### config.mk
export PLATFORM = sky130hd
export DESIGN_NAME = mode_accumulator
export DESIGN_NICKNAME = d
export VERILOG_FILES = /design/src/rtl/mode_accumulator.sv
export SDC_FILE = /design/constraint.sdc
export NUM_CORES = 1
export LEC_CHECK = 0
export CORE_MARGIN = 3
export CORE_UTILIZATION = 53
export DETAILED_ROUTE_END_ITERATION = 8
export PLACE_DENSITY_LB_ADDON = 0.3
export SLEW_MARGIN = 25
export SYNTH_ARGS = -nofsm -noshare
export SYNTH_HDL_FRONTEND = slang
export SYNTH_SLANG_ARGS = --single-unit
export TNS_END_PERCENT = 50
### constraint.sdc
create_clock -name Clock -period 3.6 [get_ports Clock]
set_input_delay 0.9 -clock Clock [delete_from_list [all_inputs] [get_ports Clock]]
set_output_delay 0.9 -clock Clock [all_outputs]
set_load 0.05 [all_outputs]
### src/rtl/mode_accumulator.sv
// rtl/mode_accumulator.sv - two-stage pipelined add/sub/load/clear accumulator with saturation and flags
//
// Purpose: stage 1 captures an operation, and stage 2 applies it to the
// accumulator S one edge later. There is no stall, so a new operation can be
// accepted every cycle.
//
// Ports:
//   Clock       rising-edge clock
//   Reset       asynchronous, active-low reset
//   in_valid    qualifies A / op / sat_en this cycle
//   A           N-bit operand
//   op          00 add, 01 subtract, 10 load, 11 clear
//   sat_en      signed saturation for add/subtract
//   clr_flags   clears ovf_sticky and op_count (acts on the current edge)
//   out_valid   one-cycle pulse per executed operation
//   S           accumulator value
//   carry       carry-out of add / no-borrow of subtract
//   overflow    signed overflow of the last add/subtract, before saturation
//   ovf_sticky  any overflow since the last flag clear
//   op_count    executed operations, modulo 2^CNT_W
module mode_accumulator #(
    parameter int N     = 8,
    parameter int CNT_W = 8
) (
    input  logic             Clock,
    input  logic             Reset,
    input  logic             in_valid,
    input  logic [N-1:0]     A,
    input  logic [1:0]       op,
    input  logic             sat_en,
    input  logic             clr_flags,
    output logic             out_valid,
    output logic [N-1:0]     S,
    output logic             carry,
    output logic             overflow,
    output logic             ovf_sticky,
    output logic [CNT_W-1:0] op_count
);

    localparam int W1 = N + 1;

    localparam logic [1:0] OP_ADD   = 2'b00;
    localparam logic [1:0] OP_SUB   = 2'b01;
    localparam logic [1:0] OP_LOAD  = 2'b10;
    localparam logic [1:0] OP_CLEAR = 2'b11;

    localparam logic [N-1:0] MAX_POS = {1'b0, {(N-1){1'b1}}};
    localparam logic [N-1:0] MAX_NEG = {1'b1, {(N-1){1'b0}}};

    // Stage-1 capture registers
    logic         v1;
    logic [N-1:0] a1;
    logic [1:0]   op1;
    logic         sat1;

    // Stage-2 next-state values
    logic [N:0]   add_full;
    logic [N:0]   sub_full;
    logic [N-1:0] sat_val;
    logic [N-1:0] s_nxt;
    logic         c_nxt;
    logic         o_nxt;
    logic         ovf_event;

    always_ff @(posedge Clock or negedge Reset) begin
        if (!Reset) begin
            v1   <= 1'b0;
            a1   <= '0;
            op1  <= '0;
            sat1 <= 1'b0;
        end else begin
            v1 <= in_valid;
            if (in_valid) begin
                a1   <= A;
                op1  <= op;
                sat1 <= sat_en;
            end
        end
    end

    always_comb begin
        add_full = {1'b0, S} + {1'b0, a1};
        sub_full = {1'b0, S} + {1'b0, ~a1} + W1'(1);
        // On overflow the sign of S tells which rail the true result ran past.
        sat_val  = S[N-1] ? MAX_NEG : MAX_POS;
        s_nxt    = S;
        c_nxt    = carry;
        o_nxt    = overflow;
        case (op1)
            OP_ADD: begin
                c_nxt = add_full[N];
                o_nxt = (S[N-1] == a1[N-1]) && (add_full[N-1] != S[N-1]);
                s_nxt = (sat1 && o_nxt) ? sat_val : add_full[N-1:0];
            end
            OP_SUB: begin
                c_nxt = sub_full[N];
                o_nxt = (S[N-1] != a1[N-1]) && (sub_full[N-1] != S[N-1]);
                s_nxt = (sat1 && o_nxt) ? sat_val : sub_full[N-1:0];
            end
            OP_LOAD: begin
                c_nxt = 1'b0;
                o_nxt = 1'b0;
                s_nxt = a1;
            end
            OP_CLEAR: begin
                c_nxt = 1'b0;
                o_nxt = 1'b0;
                s_nxt = '0;
            end
            default: begin
                c_nxt = carry;
                o_nxt = overflow;
                s_nxt = S;
            end
        endcase
        ovf_event = v1 && o_nxt;
    end

    always_ff @(posedge Clock or negedge Reset) begin
        if (!Reset) begin
            S         <= '0;
            carry     <= 1'b0;
            overflow  <= 1'b0;
            out_valid <= 1'b0;
        end else begin
            out_valid <= v1;
            if (v1) begin
                S        <= s_nxt;
                carry    <= c_nxt;
                overflow <= o_nxt;
            end
        end
    end

    // A new overflow on the same edge as a clear takes priority.
    always_ff @(posedge Clock or negedge Reset) begin
        if (!Reset) begin
            ovf_sticky <= 1'b0;
        end else if (ovf_event) begin
            ovf_sticky <= 1'b1;
        end else if (clr_flags) begin
            ovf_sticky <= 1'b0;
        end
    end

    // A clear that coincides with an executing operation still counts that operation.
    always_ff @(posedge Clock or negedge Reset) begin
        if (!Reset) begin
            op_count <= '0;
        end else if (clr_flags) begin
            op_count <= v1 ? CNT_W'(1) : '0;
        end else if (v1) begin
            op_count <= op_count + CNT_W'(1);
        end
    end

endmodule
# --- Word-level counts from Yosys, hierarchy flattened ---
# Index checks and enable logic that the tools add are counted.
word_totals:
  reg_bits: 32
  out_inout_bits: 20
  wordCells: 42
classes:
  n_addsub: 4
  eq_ne: 7
  muxes: 11
  bitwise_logic: 1
  reduce_logical: 9
op_table:
  columns: ["cell", "count"]
  rows:
  - ["2-to-1 mux 8 bit", 5]
  - ["one-hot mux 8 bit (4 select lines)", 1]
  - ["adder 8 x 8 -> 9 bit", 2]
  - ["adder 9 x 1 -> 9 bit, second input constant", 1]
  - ["adder 8 x 1 -> 8 bit, second input constant", 1]
  - ["inverter 8 bit", 1]
  - ["one-hot mux 1 bit (3 select lines)", 2]
  - ["logical AND 1 bit", 5]
  - ["== test 2 bit, second input constant", 2]
  - ["nonzero test 2 bit", 2]
  - ["2-to-1 mux 1 bit", 3]
  - ["inequality test 1 bit", 3]
  - ["== test 2 x 1 -> 1 bit, second input constant", 1]
  - ["logical NOT 2 bit", 1]
  - ["OR reduction 2 bit", 1]
  - ["== test 1 bit", 1]

# --- Logic depth before layout (Yosys ltp) ---
# Gate-level depths: netlist of run 1.
depth:
  word_depth: 8
  depth_mapped: 10
  depth_no_buf: 10

# --- Worst setup path after synthesis of run 1 ---
# No wires, ideal clock.
synth_path:
  path_kind: "reg2reg"
  start: "reg S[0]"
  end: "reg S[6]"
  setup_ps: 126
  arrival_time_ps: 2471
  required_time_ps: 3474
  slack_ps: 1003
  path_stages_with_launch: 11
  n_path_buf: 0
  period_less_slack_ps: 2597
  cell_sequence: "dfrtp_1 -> inv_1 -> ha_1 -> inv_1 -> fa_1 -> a211oi_1 -> o21bai_1 -> a21oi_1 -> xor2_1 -> a311oi_1 -> o32a_1"
synth_between:
  elab_chain_len: 7
synth_rtl:
  columns: ["element", "line", "rtl"]
  rows:
  - ["start: declaration", "33", "output logic [N-1:0] S,"]
  - ["start signal: assignment", "128", "S <= s_nxt;"]
  - ["adder 8 x 8 -> 9 bit", "83", "sub_full = {1'b0, S} + {1'b0, ~a1} + W1'(1);"]
  - ["adder 9 x 1 -> 9 bit", "83", null]
  - ["inequality test 1 bit", "97", "o_nxt = (S[N-1] != a1[N-1]) && (sub_full[N-1] != S[N-1]);"]
  - ["logical AND 1 bit", "97", null]
  - ["logical AND 1 bit", "98", "s_nxt = (sat1 && o_nxt) ? sat_val : sub_full[N-1:0];"]
  - ["2-to-1 mux 8 bit", "98", null]
  - ["one-hot mux 8 bit (4 select lines) (*)", "89", "case (op1)"]
# Mark *: on every way between the ends. The rest lies on a longest branch, timed or not.
# A chain may end at the register's enable or synchronous reset.

# --- Worst setup path in the final report of run 1 ---
# Same ends and word-level chain as after synthesis.

==> flow_summary.toml, run 1 <==
[worst_setup_path]
crit_type = "reg2reg"
reg2reg_depth = 10
cp-end-kind = "register"
rrSetupSlack_ns = 0.95
worstPathRequired_ns = 3.77
startpoint_type = "register"
regToRegStartpoint = "S[0]$_DFFE_PN0P_"
timing.rr.end = "S[6]$_DFFE_PN0P_"
crit_arrival_ns = 2.81
cp_max_fo = 4

[clock_network]
cts_resized = 0
cts_setup_buffers = 0
root_buffer = "clkbuf_8"
clk_path_buf_depth = 2
cts_tree = "yes"
clock_latency_ns = 0.28
cts_inserted_buffers = 5
postCtsHoldBufs = 0
htreeDepth = 2
clk_pin_slew_worst_paths_ns = 0.07
clock_sinks = 32

[power]
power.static_leakage_nw = 1.220
vdd_drop_max_v = 0.0004666
power_mw = 2.033
p_per_area_nw_per_um2 = 702.0

[routing]
dr.first_iter.drc_count = 195
vias_per_cell = 6.066
finalWirelength_um = 6016
wl_per_cell_um = 16.48
ant_nets = 0
vias = 2214
remaining_drc_errors = 0
detail_route.first_pass.iterations = 5

[cells_and_area]
layout.nets = 348
fin_cells = 365
regArea_sq_um = 800.8
layout-drive-gt1-share_pct = 8.889
fin_area_sq_um = 2897
antennaDiodeCount = 0
area_growth_pct = 19.51
fillers = 355
multi_input_comb_area_sq_um = 1484
utilization_pct = 68.94

[logic_synthesis]
yosysSeqAreaShare_pct = 33.04
synth_top_area_share_pct = 33.04
synth_fp_nets = 318
synthTopCellsByArea = "dfrtp_1 (33%), ha_1 (8.8%), o21ai_0 (5.4%), a21oi_1 (4.5%), nor2_1 (4.2%)"
ys_types = 56
synth_largest_area_cell = "dfrtp_1"
synth_cells = 284
syn_area_per_cell_sq_um = 8.534
synthArstFlopShare_pct = 100.0
synth_warnings = 0
syn_area_sq_um = 2424
synth_flop_cell = "dfrtp_1"
synth.ff_latch_count = 32
synth_edf_count = 0

[outcome]
outcome = "completed"

[global_route]
grt_start_max_net_pins = 33
grt_usage_pct = 24.35
antenna_found_initial = 0
grt_pass1_vias = 2169
grt_pass1_wl_um = 10320
overflow = 0

[timing]
period_share_pct = 73.50
worstMarginPinSlew_ns = 0.7482
tns_ns = 0
layout_setup_ws_ns = 0.9540
rsz0062_at_grt = "no"
setup_viol_count_final = 0
slew_viol_final = 0
whs_ns = 0.4909
max_freq_mhz = 377.9
final.min_clock_period_ns = 2.646
hold_viol_final = 0
clock_skew_ns = 0.003137
slew_headroom_pct = 49.96

[floorplanning]
coreArea_sq_um = 4202
num_io_pins = 35
dieArea_sq_um = 5420
die_x_um = 73.62
std_cell_rows = 23
die_y_um = 73.62
start_util_pct = 57.68

[placement]
dp_slack_ns = 0.9960
gp_congestion = 0.9107
postPlaceCellArea_sq_um = 2789
portBuffers = 34
place_hpwl_um = 4257
dp_cells = 357

[min_path]
hold_path_class = "reg2reg"
hold_path_startpoint = "carry$_DFFE_PN0P_"
holdPathStages = 1
hold_path_end = "carry$_DFFE_PN0P_"

[run]
max-cap-violations = 0
cells in the mapped netlist, drive strengths merged (3+ instances only):
cell type,n
nor3,4
o211ai,7
o21ai,29
or2,3
nand4,3
nor2,27
buf,5
a311oi,3
o21a,4
dfrtp,32
nand2,25
a31oi,7
inv,18
a21oi,22
a211oi,3
mux2,3
o21bai,3
nand2b,6
xor2,7
a32o,3
nor2b,9
xnor2,5
ha,17
clkbuf,10
where the power goes:
part | internal [mW] | total, mW | switching (mW)
registers | 0.418 | 0.486 | 0.0675
logic | 0.457 | 1.21 | 0.751
clock network | 0.205 | 0.340 | 0.135
total | 1.08 | 2.03 | 0.954
worst max-delay path, stage by stage (launching register included):
cell and delay (ns):
dfrtp_1 0.42, inv_1 0.07, ha_1 0.15, inv_1 0.05
fa_1 0.41, a211oi_1 0.37, o21bai_1 0.17, a21oi_1 0.19
xor2_1 0.23, a311oi_1 0.12, o32a_1 0.36
flip-flops by register name (all words and copies together), names as in the netlist, named ones only:
register / cells
v1: 1
op1: 2
sat1: 1
op_count: 8
carry: 1
S: 7
a1: 8
overflow: 1
out_valid: 1
ovf_sticky: 1
layout by cell type (no fill, tap or decap), drive strengths merged, types with 3 or more instances in the layout:
master / netlist / final
mux2: 3 / 3
nor2: 27 / 27
nand2: 25 / 25
o211ai: 7 / 7
o21ai: 29 / 29
xnor2: 5 / 5
buf: 5 / 4
xor2: 7 / 7
a31oi: 7 / 7
clkdlybuf4s50: 0 / 34
nor3: 4 / 4
clkbuf: 10 / 6
inv: 18 / 18
ha: 17 / 17
o21bai: 3 / 3
nand4: 3 / 3
a311oi: 3 / 3
nand2b: 6 / 6
dfrtp: 32 / 32
a32o: 3 / 3
nor2b: 9 / 9
o21a: 4 / 4
a21oi: 22 / 22
a211oi: 3 / 3
or2: 3 / 3
worst max path at each step:
stage	start	to	slack, ns	cells after the start
floorplan	S[0]$_DFFE_PN0P_	S[6]$_DFFE_PN0P_	1.00	10
global placement	S[0]$_DFFE_PN0P_	S[6]$_DFFE_PN0P_	1.06	10
detailed placement	S[0]$_DFFE_PN0P_	S[6]$_DFFE_PN0P_	1.0	10
CTS	S[0]$_DFFE_PN0P_	S[6]$_DFFE_PN0P_	0.96	10
global route	S[0]$_DFFE_PN0P_	S[6]$_DFFE_PN0P_	0.69	10
finish	S[0]$_DFFE_PN0P_	S[6]$_DFFE_PN0P_	0.95	10
per-layer routing:
metal | routed length (um) | GRT usage (%) | up-vias
met5 | 0 | 0 | -
met1 | 2626 | 32.24 | 1030
met2 | 2817 | 38.88 | 91
met3 | 422 | 5.609 | 18
li1 | - | - | 1075
met4 | 149 | 8.652 | 0
cell families after synthesis:
logic type                 synth area share [%]
AOI/OAI and AO/OA                         27.10
xor gates and xnor gates                  4.337
adders and majority gates                 10.43
buffers and inverters                     5.730
DFF                                       33.04
muxes                                     1.807
and+or+nand+nor                           17.55
final cells by class:
| type | count | area share (%) |
|---|---|---|
| clock buffers | 6 | 2.505 |
| clock inverters | 2 | 1.210 |
| inverters | 19 | 2.462 |
| multi-input cells | 218 | 51.23 |
| flip-flops and latches | 32 | 27.65 |
| well taps | 50 | 2.160 |
| repair buffers | 38 | 12.79 |
(Power assumes the default switching activity.)
==> run 2: changes to the inputs <==
- CORE_UTILIZATION: 53 -> 50
- clock period: 3.6 -> 2.3 ns (I/O delays scaled with it)
==> flow_summary.toml, run 2 (synthesized netlist as in run 1, its figures left out) <==
[global_route]
use_met3_pct = 7.520
overflow = 0
grt_pass1_wl_um = 11820
grt.busiest_layer = "met2"
grt_start_max_net_pins = 33
grt_pass1_vias = 2438
grt_use_met1_pct = 34.28
antenna_found_initial = 0
met2_usage_pct = 44.77
grt_usage_pct = 27.49

[routing]
vias = 2458
wl_per_cell_um = 18.30
vias_per_cell = 6.160
remaining_drc_errors = 0
dr.first_iter.drc_count = 249
detail_route.first_pass.iterations = 5
finalWirelength_um = 7303
ant_nets = 0

[worst_setup_path]
rrSetupSlack_ns = -0.08
path_cells = "ha_1, buf_4, o21ai_0, o21bai_1, a21oi_1, xor2_1, a311oi_1, o32a_1"
crit_type = "reg2reg"
crit_arrival_ns = 2.56
regToRegStartpoint = "S[3]$_DFFE_PN0P_"
worstPathRequired_ns = 2.48
timing.rr.end = "S[6]$_DFFE_PN0P_"
max_stage_delay_ns = 0.43
startpoint_type = "register"
reg2reg_depth = 8
cp-end-kind = "register"
cpMaxStageDelayCell = "dfrtp_2"
cp_max_fo = 4

[timing]
tns_ns = -0.1598
slew_headroom_pct = 59.03
worstMarginPinSlew_ns = 0.6124
layout_setup_ws_ns = -0.07950
clock_skew_ns = 0.004530
hold_viol_final = 0
whs_ns = 0.5130
slew_viol_final = 0
rsz0062_at_grt = "yes"
max_freq_mhz = 420.3
final.min_clock_period_ns = 2.380
setup_viol_count_final = 4
period_share_pct = 103.5

[clock_network]
cts_inserted_buffers = 5
root_buffer = "clkbuf_8"
clock_latency_ns = 0.29
clk_path_buf_depth = 2
postCtsHoldBufs = 0
clk_pin_slew_worst_paths_ns = 0.07
cts_tree = "yes"
clock_sinks = 32
htreeDepth = 2

[power]
p_per_area_nw_per_um2 = 1147
power.static_leakage_nw = 1.379
vdd_drop_max_v = 0.0006153

[min_path]
hold_path_class = "reg2reg"
hold_path_startpoint = "overflow$_DFFE_PN0P_"
holdPathStages = 2
hold_path_end = "overflow$_DFFE_PN0P_"

[cells_and_area]
final_common_cell = "buf_4"
layout-drive-gt1-share_pct = 26.51
fin_area_sq_um = 3266
reg.largest.list = "a1 (8), op_count (8), S (7)"
layout.nets = 380
most-common-layout-cells = "buf_4 (37), clkdlybuf4s50_1 (32), nand2_1 (24), nor2_1 (24), dfrtp_1 (23)"
antennaDiodeCount = 0
fin_cells = 399
area_growth_pct = 34.74

[floorplanning]
std_cell_rows = 24
coreArea_sq_um = 4504
start_util_pct = 53.81
die_x_um = 75.62
dieArea_sq_um = 5718
num_io_pins = 35
die_y_um = 75.62

[placement]
place_hpwl_um = 5114
postPlaceCellArea_sq_um = 3020
gp_congestion = 0.9282
portBuffers = 34
dp_slack_ns = -0.04600
dp_cells = 384

[run]
max-cap-violations = 0

[outcome]
outcome = "finished with violations"
violations = "setup timing"
-- run 2: worst max path at each step --
stage	cells after the start	endpoint	startpoint	slack (ns)
floorplan	8	S[2]$_DFFE_PN0P_	S[4]$_DFFE_PN0P_	-0.08
CTS	10	S[6]$_DFFE_PN0P_	S[0]$_DFFE_PN0P_	-0.04
finish	8	S[6]$_DFFE_PN0P_	S[3]$_DFFE_PN0P_	-0.08
detailed placement	10	S[6]$_DFFE_PN0P_	S[0]$_DFFE_PN0P_	-0.05
global route	7	S[6]$_DFFE_PN0P_	S[2]$_DFFE_PN0P_	-0.13
global placement	10	S[6]$_DFFE_PN0P_	S[0]$_DFFE_PN0P_	0.01
-- run 2: critical path: cells and delay by family (launching register included) --
| family | cells | cell delay (ns) |
|---|---|---|
| AOI/OAI and AO/OA | 5 | 1.11 |
| DFF | 1 | 0.43 |
| adders and majority gates | 1 | 0.34 |
| xor gates and xnor gates | 1 | 0.21 |
| buffers and inverters | 1 | 0.17 |
-- run 2: power breakdown --
part | total, mW | switching [mW] | leakage [nW] | internal (mW)
sequential | 0.773 | 0.109 | 0.388 | 0.664
combinational | 2.42 | 1.40 | 0.938 | 1.02
clock | 0.552 | 0.232 | 0.0541 | 0.320
total | 3.75 | 1.74 | 1.38 | 2.00
-- run 2: cell type report --
class | instances | area (sq um)
Clock buffer | 5 | 68.82
Clock inverter | 3 | 42.54
Fill cell | 326 | 1239
Inverter | 19 | 71.32
Multi-Input combinational cell | 218 | 1597
Sequential cell | 32 | 812.0
Tap cell | 52 | 65.06
Timing Repair Buffer | 70 | 609.3
-- run 2: routing by layer --
layer | up-vias | routed length, um | part of all wire [%]
met1 | 1179 | 2929 | 40
met5 | - | 0 | 0
li1 | 1135 | - | -
met4 | 0 | 247 | 3.4
met3 | 30 | 555 | 7.6
met2 | 114 | 3571 | 49
-- run 2: what timing repair did --
action	CTS	global route
endpoints found under the setup margin	7	10
setup buffers	2	5
gates resized for setup	9	17
pin swaps	6	8
-- run 2: stage by stage --
stage	total power [mW]	util, %
final	3.745	72.50
after global routing	3.955	72.50
after CTS	3.540	70.50
after detailed placement	2.911	67.06
after global placement	2.881	67.06
after floorplan	2.219	-
==> run 3: changes to the inputs <==
- CORE_UTILIZATION: 50 -> 53
- DONT_BUFFER_PORTS: default -> 1
==> flow_summary.toml, run 3 (synthesized netlist as in run 1, its figures left out) <==
[global_route]
grt_pass1_wl_um = 10470
antenna_found_initial = 0
overflow = 0
grt_usage_pct = 25.49
grt_pass1_vias = 2160
grt_start_max_net_pins = 33

[power]
p_per_area_nw_per_um2 = 1165
power.static_leakage_nw = 1.254
vdd_drop_max_v = 0.0007561

[floorplanning]
dieArea_sq_um = 5420
std_cell_rows = 23
coreArea_sq_um = 4202
num_io_pins = 35
die_y_um = 73.62
die_x_um = 73.62
start_util_pct = 57.68

[worst_setup_path]
timing.rr.end = "S[2]$_DFFE_PN0P_"
cp_max_fo = 5
crit_type = "reg2reg"
rrSetupSlack_ns = -0.04
startpoint_type = "register"
crit_arrival_ns = 2.51
reg2reg_depth = 7
worstPathRequired_ns = 2.47
cp-end-kind = "register"
regToRegStartpoint = "S[3]$_DFFE_PN0P_"

[routing]
vias_per_cell = 6.158
remaining_drc_errors = 0
dr.first_iter.drc_count = 218
ant_nets = 0
wl_per_cell_um = 18.03
vias = 2260
detail_route.first_pass.iterations = 5
finalWirelength_um = 6618

[timing]
period_share_pct = 101.6
final.min_clock_period_ns = 2.337
hold_viol_final = 0
rsz0062_at_grt = "yes"
slew_headroom_pct = 57.66
max_freq_mhz = 427.9
layout_setup_ws_ns = -0.03689
clock_skew_ns = 0.008697
setup_viol_count_final = 3
worstMarginPinSlew_ns = 0.6327
slew_viol_final = 0

[cells_and_area]
fillers = 328
utilization_pct = 70.01
final_common_cell = "buf_4"
reg.largest.list = "a1 (8), op_count (8), S (7)"
layout-drive-gt1-share_pct = 27.44
most-common-layout-cells = "buf_4 (38), nor2_1 (25), dfrtp_1 (24), nand2_1 (23), o21ai_0 (23)"
area_growth_pct = 21.37
antennaDiodeCount = 0
multi_input_comb_area_sq_um = 1587
regArea_sq_um = 810.8
layout.nets = 350

[placement]
portBuffers = 0
dp_slack_ns = -0.07335
place_hpwl_um = 4557
gp_congestion = 0.9097

[clock_network]
htreeDepth = 2
root_buffer = "clkbuf_8"
cts_inserted_buffers = 5
clock_sinks = 32
clock_latency_ns = 0.29
clk_path_buf_depth = 2
clk_pin_slew_worst_paths_ns = 0.07
cts_tree = "yes"

[outcome]
violations = "setup timing"
outcome = "finished with violations"

[run]
max-cap-violations = 0

[min_path]
hold_path_class = "in2async"
## run 3: cell types whose count changed in the layout (fill, tap and decap cells not counted), moves of 2 or more
cell / previous run / this run
a21oi_2: 2 / 0
buf_12: 0 / 2
o21ai_0: 21 / 23
clkdlybuf4s50_1: 32 / 0
a21oi_1: 20 / 22
## run 3: layout make-up
class / instances / area share [%]
clock buffer: 6 / 2.467
clock inverter: 2 / 0.4254
inverter: 19 / 2.425
multi-input combinational: 218 / 53.93
sequential: 32 / 27.56
tap: 50 / 2.127
timing repair buffer: 40 / 11.06
## run 3: power breakdown
part           internal, mW  total, mW  switching [mW]
logic                 0.906       2.15            1.24
clock network         0.212      0.440           0.228
registers             0.662      0.837           0.175
total                  1.78       3.43            1.65
## run 3: worst max-delay path: stages, from the launching register on
cell      delay (ns)
dfrtp_2         0.45
ha_1            0.25
nor2b_4         0.15
or4_4           0.47
o211ai_4        0.28
nand2b_1        0.08
a32o_1          0.21
o32a_1          0.33
## run 3: layer usage
metal	part of all wire [%]	global-route usage, %	up-vias
met5	0	0	-
met4	2.2	9.457	0
met3	6.9	4.378	19
met2	48	40.94	90
met1	43	34.25	1076
li1	-	-	1075
## run 3: worst max path at each step
stage | startpoint | end | slack, ns | cells after the start
floorplan | S[4]$_DFFE_PN0P_ | S[2]$_DFFE_PN0P_ | -0.08 | 8
global placement | a1[1]$_DFFE_PN0P_ | S[1]$_DFFE_PN0P_ | -0.01 | 9
detailed placement | a1[1]$_DFFE_PN0P_ | S[1]$_DFFE_PN0P_ | -0.07 | 9
CTS | S[0]$_DFFE_PN0P_ | S[6]$_DFFE_PN0P_ | -0.03 | 10
global route | S[0]$_DFFE_PN0P_ | S[6]$_DFFE_PN0P_ | -0.14 | 10
finish | S[3]$_DFFE_PN0P_ | S[2]$_DFFE_PN0P_ | -0.04 | 7
## run 3: per-stage QoR
step                cell area (sq um)  setup TNS, ns  power (mW)  hold WS [ns]  instances
global route                     2942        -0.6670       3.643        0.1161        367
CTS                              2882       -0.02953       3.267        0.1192        365
detailed placement               2710        -0.1547       2.741        0.2802        350
floorplan                        2470        -0.1930       2.219        0.2794        284
global placement                 2710       -0.01321       2.703        0.2801        350
finish                           2942       -0.08523       3.427        0.1045        367
## run 3: repair_timing
item                                    4_1_cts  5_1_grt
endpoints found under the hold margin        32        0
endpoints found under the setup margin        6       10
setup buffers                                 6        2
pin swaps                                    11       13
resized for setup                             7       11
hold buffers                                  1        0
gates cloned                                  0        0
